<file path="src/rtl/key_load_controller_pkg.sv">
// Shared definitions for the logic-locking key loader: state encoding,
// default key geometry and the bit offsets of each lock module's key slice.
package key_load_controller_pkg;

   localparam int KEY_BYTES_DEF = 8;
   localparam int MAX_FAILS_DEF = 3;

   typedef enum logic [2:0] {
      ST_IDLE    = 3'd0,
      ST_LOAD    = 3'd1,
      ST_CHECK   = 3'd2,
      ST_ARMED   = 3'd3,
      ST_ERROR   = 3'd4,
      ST_LOCKOUT = 3'd5
   } kl_state_e;

   // LSB of each lock module's 8-bit slice inside key_out
   localparam int KEY_OFS_MAIN_DEC = 0;
   localparam int KEY_OFS_ALU_DEC  = 8;
   localparam int KEY_OFS_IMM_GEN  = 16;
   localparam int KEY_OFS_BRANCH   = 24;
   localparam int KEY_OFS_LSU      = 32;
   localparam int KEY_OFS_CSR      = 40;
   localparam int KEY_OFS_REGFILE  = 48;
   localparam int KEY_OFS_FWD      = 56;

   // LSB of the slice belonging to lock module number lock_idx
   function automatic int key_slice_lsb(input int lock_idx);
      return 8 * lock_idx;
   endfunction

endpackage

</file>
<file path="src/rtl/key_shadow_reg.sv">
// Byte-addressed shadow register for the key being assembled, plus the
// published key register. The published copy is taken from the shadow's
// next value, so a byte written on the publishing edge is included.
module key_shadow_reg
   import key_load_controller_pkg::*;
#(
   parameter int KEY_BYTES = KEY_BYTES_DEF,
   parameter int IW        = (KEY_BYTES > 1) ? $clog2(KEY_BYTES) : 1
) (
   input  logic                   clk,
   input  logic                   rst,
   input  logic                   clr,
   input  logic                   wr_en,
   input  logic [IW-1:0]          wr_idx,
   input  logic [7:0]             wr_data,
   input  logic                   publish,
   output logic [8*KEY_BYTES-1:0] key_out
);

   logic [8*KEY_BYTES-1:0] shadow_r;
   logic [8*KEY_BYTES-1:0] shadow_next_s;
   logic [8*KEY_BYTES-1:0] key_r;

   // Next shadow contents: clear wins over a byte write
   always_comb begin
      shadow_next_s = shadow_r;
      if (clr) begin
         shadow_next_s = '0;
      end else if (wr_en) begin
         for (int i = 0; i < KEY_BYTES; i++) begin
            if (wr_idx == IW'(i)) begin
               shadow_next_s[8*i +: 8] = wr_data;
            end else begin
               shadow_next_s[8*i +: 8] = shadow_r[8*i +: 8];
            end
         end
      end else begin
         shadow_next_s = shadow_r;
      end
   end

   // Shadow and published key registers; key only changes on publish
   always_ff @(posedge clk) begin
      if (rst) begin
         shadow_r <= '0;
         key_r    <= '0;
      end else begin
         shadow_r <= shadow_next_s;
         if (publish) begin
            key_r <= shadow_next_s;
         end else begin
            key_r <= key_r;
         end
      end
   end

   assign key_out = key_r;

endmodule

</file>
<file path="src/rtl/key_load_controller.sv">
// Post-reset key load sequencer for the logic-locked decode path.
// Optional checksum verification (CHECK/ERROR/LOCKOUT, fail counter) is
// built only when KEYLD_CHECKSUM_EN is defined; otherwise a load is exactly
// KEY_BYTES bytes followed directly by ARMED.
module key_load_controller
   import key_load_controller_pkg::*;
#(
   parameter int KEY_BYTES = KEY_BYTES_DEF,
   parameter int MAX_FAILS = MAX_FAILS_DEF
) (
   input  logic                           clk,
   input  logic                           rst,
   input  logic                           start,
   input  logic [7:0]                     key_in,
   input  logic                           key_valid,
   output logic                           key_ready,
   output logic [8*KEY_BYTES-1:0]         key_out,
   output logic                           armed,
   output logic                           busy,
   output logic                           error,
   output logic                           lockout,
   output logic [$clog2(MAX_FAILS+1)-1:0] fail_cnt
);

   localparam int IW = (KEY_BYTES > 1) ? $clog2(KEY_BYTES) : 1;
   localparam int FW = $clog2(MAX_FAILS + 1);
   localparam logic [IW-1:0] LAST_IDX = IW'(KEY_BYTES - 1);

   kl_state_e     state_r;
   logic [IW-1:0] idx_r;
   logic          key_ready_r;
   logic          busy_r;
   logic          armed_r;
   logic          accept_s;
   logic          sh_clr_s;
   logic          sh_wr_s;
   logic          sh_pub_s;
`ifdef KEYLD_CHECKSUM_EN
   logic [7:0]    sum_r;
   logic          error_r;
   logic          lockout_r;
   logic [FW-1:0] fail_cnt_r;
   logic          sum_match_s;

   assign sum_match_s = (key_in == sum_r);
`endif

   // key_ready is a registered state decode, so acceptance is a plain AND
   assign accept_s = key_valid && key_ready_r;

   // Shadow register control derived from state and the accepted byte
   always_comb begin
      sh_clr_s = 1'b0;
      sh_wr_s  = 1'b0;
      sh_pub_s = 1'b0;
      case (state_r)
         ST_IDLE, ST_ERROR: begin
            if (start) begin
               sh_clr_s = 1'b1;
            end else begin
               sh_clr_s = 1'b0;
            end
         end
         ST_LOAD: begin
            if (accept_s) begin
               sh_wr_s = 1'b1;
`ifndef KEYLD_CHECKSUM_EN
               if (idx_r == LAST_IDX) begin
                  sh_pub_s = 1'b1;
               end else begin
                  sh_pub_s = 1'b0;
               end
`endif
            end else begin
               sh_wr_s = 1'b0;
            end
         end
`ifdef KEYLD_CHECKSUM_EN
         ST_CHECK: begin
            if (accept_s && sum_match_s) begin
               sh_pub_s = 1'b1;
            end else if (accept_s) begin
               sh_clr_s = 1'b1;
            end else begin
               sh_pub_s = 1'b0;
               sh_clr_s = 1'b0;
            end
         end
`endif
         default: begin
            sh_clr_s = 1'b0;
            sh_wr_s  = 1'b0;
            sh_pub_s = 1'b0;
         end
      endcase
   end

   // Load sequencer with registered status outputs
   always_ff @(posedge clk) begin
      if (rst) begin
         state_r     <= ST_IDLE;
         idx_r       <= '0;
         key_ready_r <= 1'b0;
         busy_r      <= 1'b0;
         armed_r     <= 1'b0;
`ifdef KEYLD_CHECKSUM_EN
         sum_r       <= 8'h00;
         error_r     <= 1'b0;
         lockout_r   <= 1'b0;
         fail_cnt_r  <= '0;
`endif
      end else begin
         case (state_r)
            ST_IDLE: begin
               if (start) begin
                  state_r     <= ST_LOAD;
                  idx_r       <= '0;
                  key_ready_r <= 1'b1;
                  busy_r      <= 1'b1;
`ifdef KEYLD_CHECKSUM_EN
                  sum_r       <= 8'h00;
`endif
               end
            end
            ST_LOAD: begin
               if (accept_s) begin
`ifdef KEYLD_CHECKSUM_EN
                  sum_r <= sum_r ^ key_in;
`endif
                  if (idx_r == LAST_IDX) begin
                     idx_r <= '0;
`ifdef KEYLD_CHECKSUM_EN
                     state_r <= ST_CHECK;
`else
                     state_r     <= ST_ARMED;
                     key_ready_r <= 1'b0;
                     busy_r      <= 1'b0;
                     armed_r     <= 1'b1;
`endif
                  end else begin
                     idx_r <= idx_r + IW'(1);
                  end
               end
            end
`ifdef KEYLD_CHECKSUM_EN
            ST_CHECK: begin
               if (accept_s) begin
                  key_ready_r <= 1'b0;
                  busy_r      <= 1'b0;
                  if (sum_match_s) begin
                     state_r <= ST_ARMED;
                     armed_r <= 1'b1;
                  end else begin
                     if (fail_cnt_r != FW'(MAX_FAILS)) begin
                        fail_cnt_r <= fail_cnt_r + FW'(1);
                     end
                     if (fail_cnt_r + FW'(1) >= FW'(MAX_FAILS)) begin
                        state_r   <= ST_LOCKOUT;
                        lockout_r <= 1'b1;
                        error_r   <= 1'b0;
                     end else begin
                        state_r <= ST_ERROR;
                        error_r <= 1'b1;
                     end
                  end
               end
            end
            ST_ERROR: begin
               if (start) begin
                  state_r     <= ST_LOAD;
                  idx_r       <= '0;
                  sum_r       <= 8'h00;
                  key_ready_r <= 1'b1;
                  busy_r      <= 1'b1;
                  error_r     <= 1'b0;
               end
            end
            ST_LOCKOUT: begin
               state_r <= ST_LOCKOUT;
            end
`endif
            ST_ARMED: begin
               state_r <= ST_ARMED;
            end
            default: begin
               state_r     <= ST_IDLE;
               idx_r       <= '0;
               key_ready_r <= 1'b0;
               busy_r      <= 1'b0;
               armed_r     <= 1'b0;
            end
         endcase
      end
   end

   key_shadow_reg #(
      .KEY_BYTES (KEY_BYTES),
      .IW        (IW)
   ) u_shadow (
      .clk     (clk),
      .rst     (rst),
      .clr     (sh_clr_s),
      .wr_en   (sh_wr_s),
      .wr_idx  (idx_r),
      .wr_data (key_in),
      .publish (sh_pub_s),
      .key_out (key_out)
   );

   assign key_ready = key_ready_r;
   assign busy      = busy_r;
   assign armed     = armed_r;
`ifdef KEYLD_CHECKSUM_EN
   assign error     = error_r;
   assign lockout   = lockout_r;
   assign fail_cnt  = fail_cnt_r;
`else
   assign error     = 1'b0;
   assign lockout   = 1'b0;
   assign fail_cnt  = '0;
`endif

endmodule

</file>
<file path="config.mk">
export PLATFORM = sky130hd
export DESIGN_NAME = key_load_controller
export DESIGN_NICKNAME = d
export VERILOG_FILES = /design/src/rtl/key_load_controller_pkg.sv /design/src/rtl/key_shadow_reg.sv /design/src/rtl/key_load_controller.sv
export SDC_FILE = /design/constraint.sdc
export NUM_CORES = 1
export LEC_CHECK = 0
export BUFFER_PORTS_ARGS = -buffer_cell sky130_fd_sc_hd__buf_2
export CAP_MARGIN = 20
export CORE_MARGIN = 2
export CORE_UTILIZATION = 45
export CTS_CLUSTER_DIAMETER = 50
export CTS_CLUSTER_SIZE = 14
export DETAILED_ROUTE_END_ITERATION = 7
export PLACE_DENSITY = 0.75
export SLEW_MARGIN = 20
export SYNTH_ARGS = -nofsm -noshare
export SYNTH_HDL_FRONTEND = slang
export SYNTH_SLANG_ARGS = --single-unit
</file>
<file path="constraint.sdc">
create_clock -name clk -period 2.4 [get_ports clk]
set_input_delay 0.12 -clock clk [delete_from_list [all_inputs] [get_ports clk]]
set_output_delay 0.12 -clock clk [all_outputs]
set_load 0.05 [all_outputs]
</file>
# Word-level counts from Yosys, hierarchy flattened
# Index checks and enable logic that the tools add are counted.
totals:
  ff_bits: 136
  input_bits: 12
  out_inout_bits: 71
  elab_cells: 63
classes:
  add_sub_neg: 1
  eq_ne: 13
  muxes: 32
  n_bitwise: 2
  n_reduce_logical: 9
op_table:
  columns: ["op", "n"]
  rows:
  - ["64-bit two-way mux", 2]
  - ["8-bit two-way mux", 8]
  - ["3-bit two-way mux", 6]
  - ["3-bit case mux with 3 select lines", 2]
  - ["3-bit equality test, second input constant", 5]
  - ["1-bit two-way mux", 12]
  - ["3-bit by 2-bit equality test with 1-bit output, second input constant", 3]
  - ["3-bit AND reduction", 3]
  - ["3-bit by 1-bit equality test with 1-bit output, second input constant", 2]
  - ["3-bit zero test", 2]
  - ["2-bit inequality test, second input constant", 3]
  - ["4-bit AND reduction", 1]
  - ["2-bit OR reduction", 2]
  - ["3-bit by 1-bit adder with 3-bit output, second input constant", 1]
  - ["1-bit case mux with 3 select lines", 1]
  - ["1-bit inverter", 2]
  - ["1-bit case mux with 2 select lines", 1]
  - ["1-bit logical AND", 1]

# Depth between registers and ports, before layout
depth:
  word_depth: 5
  ltp_mapped: 8
  depth_no_buf: 5

# Cells and area by module
# A second synthesis with hierarchy kept.
hier_totals:
  cells_unflattened: 492
  area_unflattened_um2: 4858.4
modules_own_cells:
  columns: ["module", "instances", "cells_per_inst", "area_each_um2", "seq_area_each_um2"]
  rows:
  - ["key_shadow_reg", 1, 430, 4290.4, 2562.5]
  - ["key_load_controller", 1, 62, 568.0, 140.1]

# Worst setup path after synthesis
# No wires, ideal clock.
synth_path:
  path_kind: "register to register"
  start: "register, netlist name busy"
  end: "register busy_r (netlist: busy)"
  setup_time_ps: 72
  arrival_time_ps: 1678
  t_required_ps: 2328
  slack_ps: 650
  stages_incl_launch_ff: 5
  n_path_buf: 1
  synth_period_minus_slack_ps: 1750
  path_cell_list: "dfxtp_1 > buf_4 > a21boi_1 > a2111oi_0 > mux2i_1"
synth_lines:
  columns: ["element", "line_no", "text"]
  rows:
  - ["end signal: assignment", "key_load_controller.sv:104", "busy_r <= 1'b0;"]
  - ["end signal: assignment", "key_load_controller.sv:119", "busy_r <= 1'b1;"]
  - ["end signal: assignment", "key_load_controller.sv:137", "busy_r <= 1'b0;"]
  - ["end: declaration", "key_load_controller.sv:32", "logic busy_r;"]

# Worst setup path after layout
layout_path:
  start: "register state_r[1]"
  end: "register u_shadow.key_r[52] (netlist: u_shadow.key_out[52])"
layout_between:
  elab_chain_cells: 4
  elab_cells_between_ends: 9
  cone_classes: "eq/ne (2); mux (5); reduce/logical (2)"
layout_lines:
  columns: ["element", "line_no", "text"]
  rows:
  - ["start: declaration", "key_load_controller.sv:29", "kl_state_e state_r;"]
  - ["start signal: assignment", "key_load_controller.sv:101", "state_r <= ST_IDLE;"]
  - ["start signal: assignment", "key_load_controller.sv:116", "state_r <= ST_LOAD;"]
  - ["start signal: assignment", "key_load_controller.sv:135", "state_r <= ST_ARMED;"]
  - ["3-bit by 1-bit equality test with 1-bit output, or another cell as far along", "key_load_controller.sv:56", "case (state_r)"]
  - ["1-bit two-way mux / 2-bit OR reduction (equally long branches)", "key_load_controller.sv:56", null]
  - ["64-bit two-way mux / 1-bit two-way mux (equally long branches)", "key_shadow_reg.sv:29, key_load_controller.sv:56", null]
  - ["64-bit two-way mux", "key_shadow_reg.sv:27", "if (clr) begin"]
  - ["end signal: assignment", "key_shadow_reg.sv:50", "key_r <= shadow_next_s;"]
  - ["end signal: assignment", "key_shadow_reg.sv:52", "key_r <= key_r;"]
  - ["end: declaration", "key_shadow_reg.sv:22", "logic [8*KEY_BYTES-1:0] key_r;"]
# Parallel ways exist; a longest one is shown, timed or not.
# A chain may end at the register's enable or synchronous reset.

==> key figures <==
Outcome
  • Outcome: completed

Setup path
  • CP required: 2710 ps
  • Slowest-stage cell, CP: and4_4
  • CP startpoint: state_r[1]
  • Maximum fanout along the worst path: 48
  • Crit path max-delay family: simple AND/OR/NAND/NOR gates
  • FF-to-FF Start: state_r[1]
  • Reg2Reg Depth: 6
  • Bufs and invs on worst path: 2
  • CP max stage delay: around 510 ps
  • Worst-path cell chain: inv_1, ha_1, and4_4, buf_12, nor2_1, a311oi_1
  • Crit path kind: reg2reg
  • Worst reg2reg setup slack: 190 ps
  • Worst Setup EP: u_shadow.key_out[52]
  • RR Endpoint: u_shadow.key_out[52]
  • Critical path depth: 6
  • Crit path capture type: flip-flop
  • Startpoint Class: flip-flop
  • CP Data Arrival Time: 2520 ps

Hold path
  • Hold Startpoint: key_in[7]
  • Worst Hold Class: in2reg

Finish
  • Ratio of cells with drive above 1 in the final layout: a little under a fifth
  • NumNets Final: roughly 730
  • Total inserted antenna cells: 0
  • Area grow syn2layout: 18.1%
  • Core Util, Final: 54.2%

CTS
  • CTS Sinks: roughly 130
  • CTS buffer count: 17
  • H-tree Lvls: 4
  • Worst-case clock buffer depth: 2
  • Root Buffer: clkbuf_16
  • Hold-fix buffers, CTS: 0
  • CTS tree: built
  • Setup Buffers After CTS: 0
  • PostCTS Resize Cnt: 0
  • Worst-path clk slew: about 60 ps
  • Clk Latency, worst-skew pair: roughly 420 ps

STA
  • Final period utilization: 92.2%
  • Worst slew pin tran: approximately 800 ps
  • Final WS setup: approximately 190 ps
  • Final Slew Violations: 0
  • Final setup viols: 0
  • Tmin final: between 2000 and 2500 ps
  • RSZ-0062 raised after global routing: no
  • Slew headroom: between 40 and 50%
  • Setup TNS: 0 ps
  • Skew final: 9.87 ps
  • Achievable frequency: 452 MHz
  • Final hold vios: 0

Route
  • DRC viols: 0
  • Routed via count: about 5,400
  • DR vias/cell: between 6 and 7
  • Antenna Nets Post-Route: 0
  • DRT Pass-1 Iters: 5
  • Drt wl/cell: between 15 and 20 microns
  • Total Wirelength: 15,900 microns
  • DR iter-0 viols: 450

Global routing
  • Largest net degree at the start of global routing: 75
  • Total Routing Usage GR: 23.2%
  • Initial antenna violation count: 0
  • Grt total ovfl: 0
  • Vias in the first global route: 5,031
  • First-pass GRT wire length: roughly 25,000 microns

Die
  • Core area: between 0.01 and 0.015 sq mm
  • Die Wd: between 100 and 150 microns
  • Die Height: 117 microns
  • Die area: roughly 0.014 sq mm
  • Initial Utilization: between 40 and 50%
  • # rows: just over 40
  • IO Count: between 80 and 90

Placed design
  • Final Wtd Congestion: slightly above 0.8
  • Port bufs: just under 80
  • Pre-CTS setup slack: between 200 and 250 ps
  • Half-perimeter wire length after placement: approximately 9400 microns

Synth
  • Synthesized cell area: 0.00575 sq mm
  • Seq cells post-synth: 127
  • Syn avg cell area: roughly 8.5 sq um
  • Number of distinct library cells after synthesis: 37
  • Cell count after synthesis: 679
  • Seq/Total Area, Yosys: between 40% and 50%
  • Ys Warns: 0

Job
  • Max_cap viols: 0

Power
  • Power per cell area: around 920 mW/mm^2
  • Maximum VDD drop: roughly 0.44 mV
  • Leakage: between 2 and 2.5 nW
  • Pwr Total: ~0.0062 W
==> Yosys cell counts, drive strengths merged <==
cell type | number | area [sq um]
a21bo | 1 | 10.0
o211ai | 48 | 360
nor2b | 3 | 18.8
nand2 | 9 | 33.8
mux2 | 2 | 22.5
nand3b | 8 | 60.1
inv | 10 | 37.5
and4 | 2 | 17.5
o21ai | 56 | 280
nor3 | 2 | 10.0
and4b | 1 | 10.0
nor2 | 60 | 225
buf | 48 | 282
dfxtp | 127 | 2540
nand3 | 105 | 526
nand2b | 3 | 18.8
mux2i | 9 | 90.1
a21o | 1 | 7.51
or2 | 1 | 6.26
ha | 11 | 138
clkbuf | 45 | 169
a41oi | 1 | 8.76
nor3b | 1 | 7.51
a311oi | 48 | 420
nand4b | 1 | 8.76
conb | 1 | 3.75
nand4 | 6 | 50.0
o31ai | 3 | 22.5
and3b | 1 | 8.76
a21oi | 60 | 300
a21boi | 4 | 41.3
a2111oi | 1 | 8.76
==> state kept, by name (all words and copies together) (netlist names) <==
| register | flops |
|---|---|
| state_r | 2 |
| armed | 1 |
| u_shadow.key_out | 64 |
| u_shadow.shadow_r | 56 |
| busy | 1 |
| idx_r | 3 |
==> power by group <==
group	switching, W	leakage [nW]	internal [W]
clock	0.000936	0.320	0.00195
sequential	0.0000616	1.02	0.00215
combinational	0.000840	1.02	0.000282
total	0.00184	2.37	0.00438
==> per-stage QoR <==
stage | instances | hold slack (ps) | area (sq um)
final | 890 | 162 | 6790
after global routing | 890 | 168 | 6790
after CTS | 890 | 149 | 6790
after detailed placement | 858 | 449 | 6120
after global placement | 858 | 441 | 6120
after floorplan | 682 | 293 | 5760
==> cell usage in the layout (no fill, tap or decap), types with 4 or more instances in the layout <==
cell / count
conb_1: 4
inv_1: 10
nor2_1: 60
ha_1: 11
buf_2: 78
clkbuf_16: 17
dfxtp_1: 127
o21ai_0: 56
o211ai_1: 48
nand2_1: 9
a21oi_1: 60
nand3b_1: 8
nand3_1: 105
nand4_1: 4
buf_12: 5
a311oi_1: 48
mux2i_1: 9
bufinv_16: 5
buf_4: 14
clkbuf_8: 4
==> layer usage <==
metal | track usage, % | share of wire, % | vias up
met5 | 0 | 0 | -
met2 | 38.4 | 49 | 216
li1 | - | - | 2536
met1 | 28.1 | 41 | 2565
met3 | 4.17 | 6.1 | 53
met4 | 14.0 | 4.5 | 0
==> final cells by class <==
class                   count  area [sq um]
repair buffers             97           596
clock inverters             9           179
clock buffers              23           488
well taps                 172           215
flip-flops and latches    127          2540
multi-input cells         452          2730
inverters                  10          37.5
fillers                  1158          5730
==> worst min-delay path by stage <==
stage / to / slack (ps) / cells past startpoint
3_5_place_dp: u_shadow.key_out[62] / 450 / 2
3_3_place_gp: u_shadow.key_out[62] / 440 / 2
2_1_floorplan: u_shadow.key_out[2] / 290 / 2
6_report: u_shadow.shadow_r[55] / 160 / 3
5_1_grt: u_shadow.shadow_r[55] / 170 / 3
4_1_cts: u_shadow.shadow_r[55] / 150 / 3
==> worst register-to-register path: cells and delay by family, from the launching register on <==
kind | cells | cell delay [ps]
AOI/OAI and AO/OA | 1 | 290
adders and majority gates | 1 | 500
buffers and inverters | 2 | 400
DFF | 1 | 330
and+or+nand+nor | 2 | 600
==> cell families after synthesis <==
logic type      share of synthesized area, %
other cells                           0.0653
compound gates                          25.4
simple gates                            17.4
fa+ha+maj                               2.40
buf+inv                                 8.49
mux                                     1.96
flops                                   44.3
(Power assumes the default switching activity.)
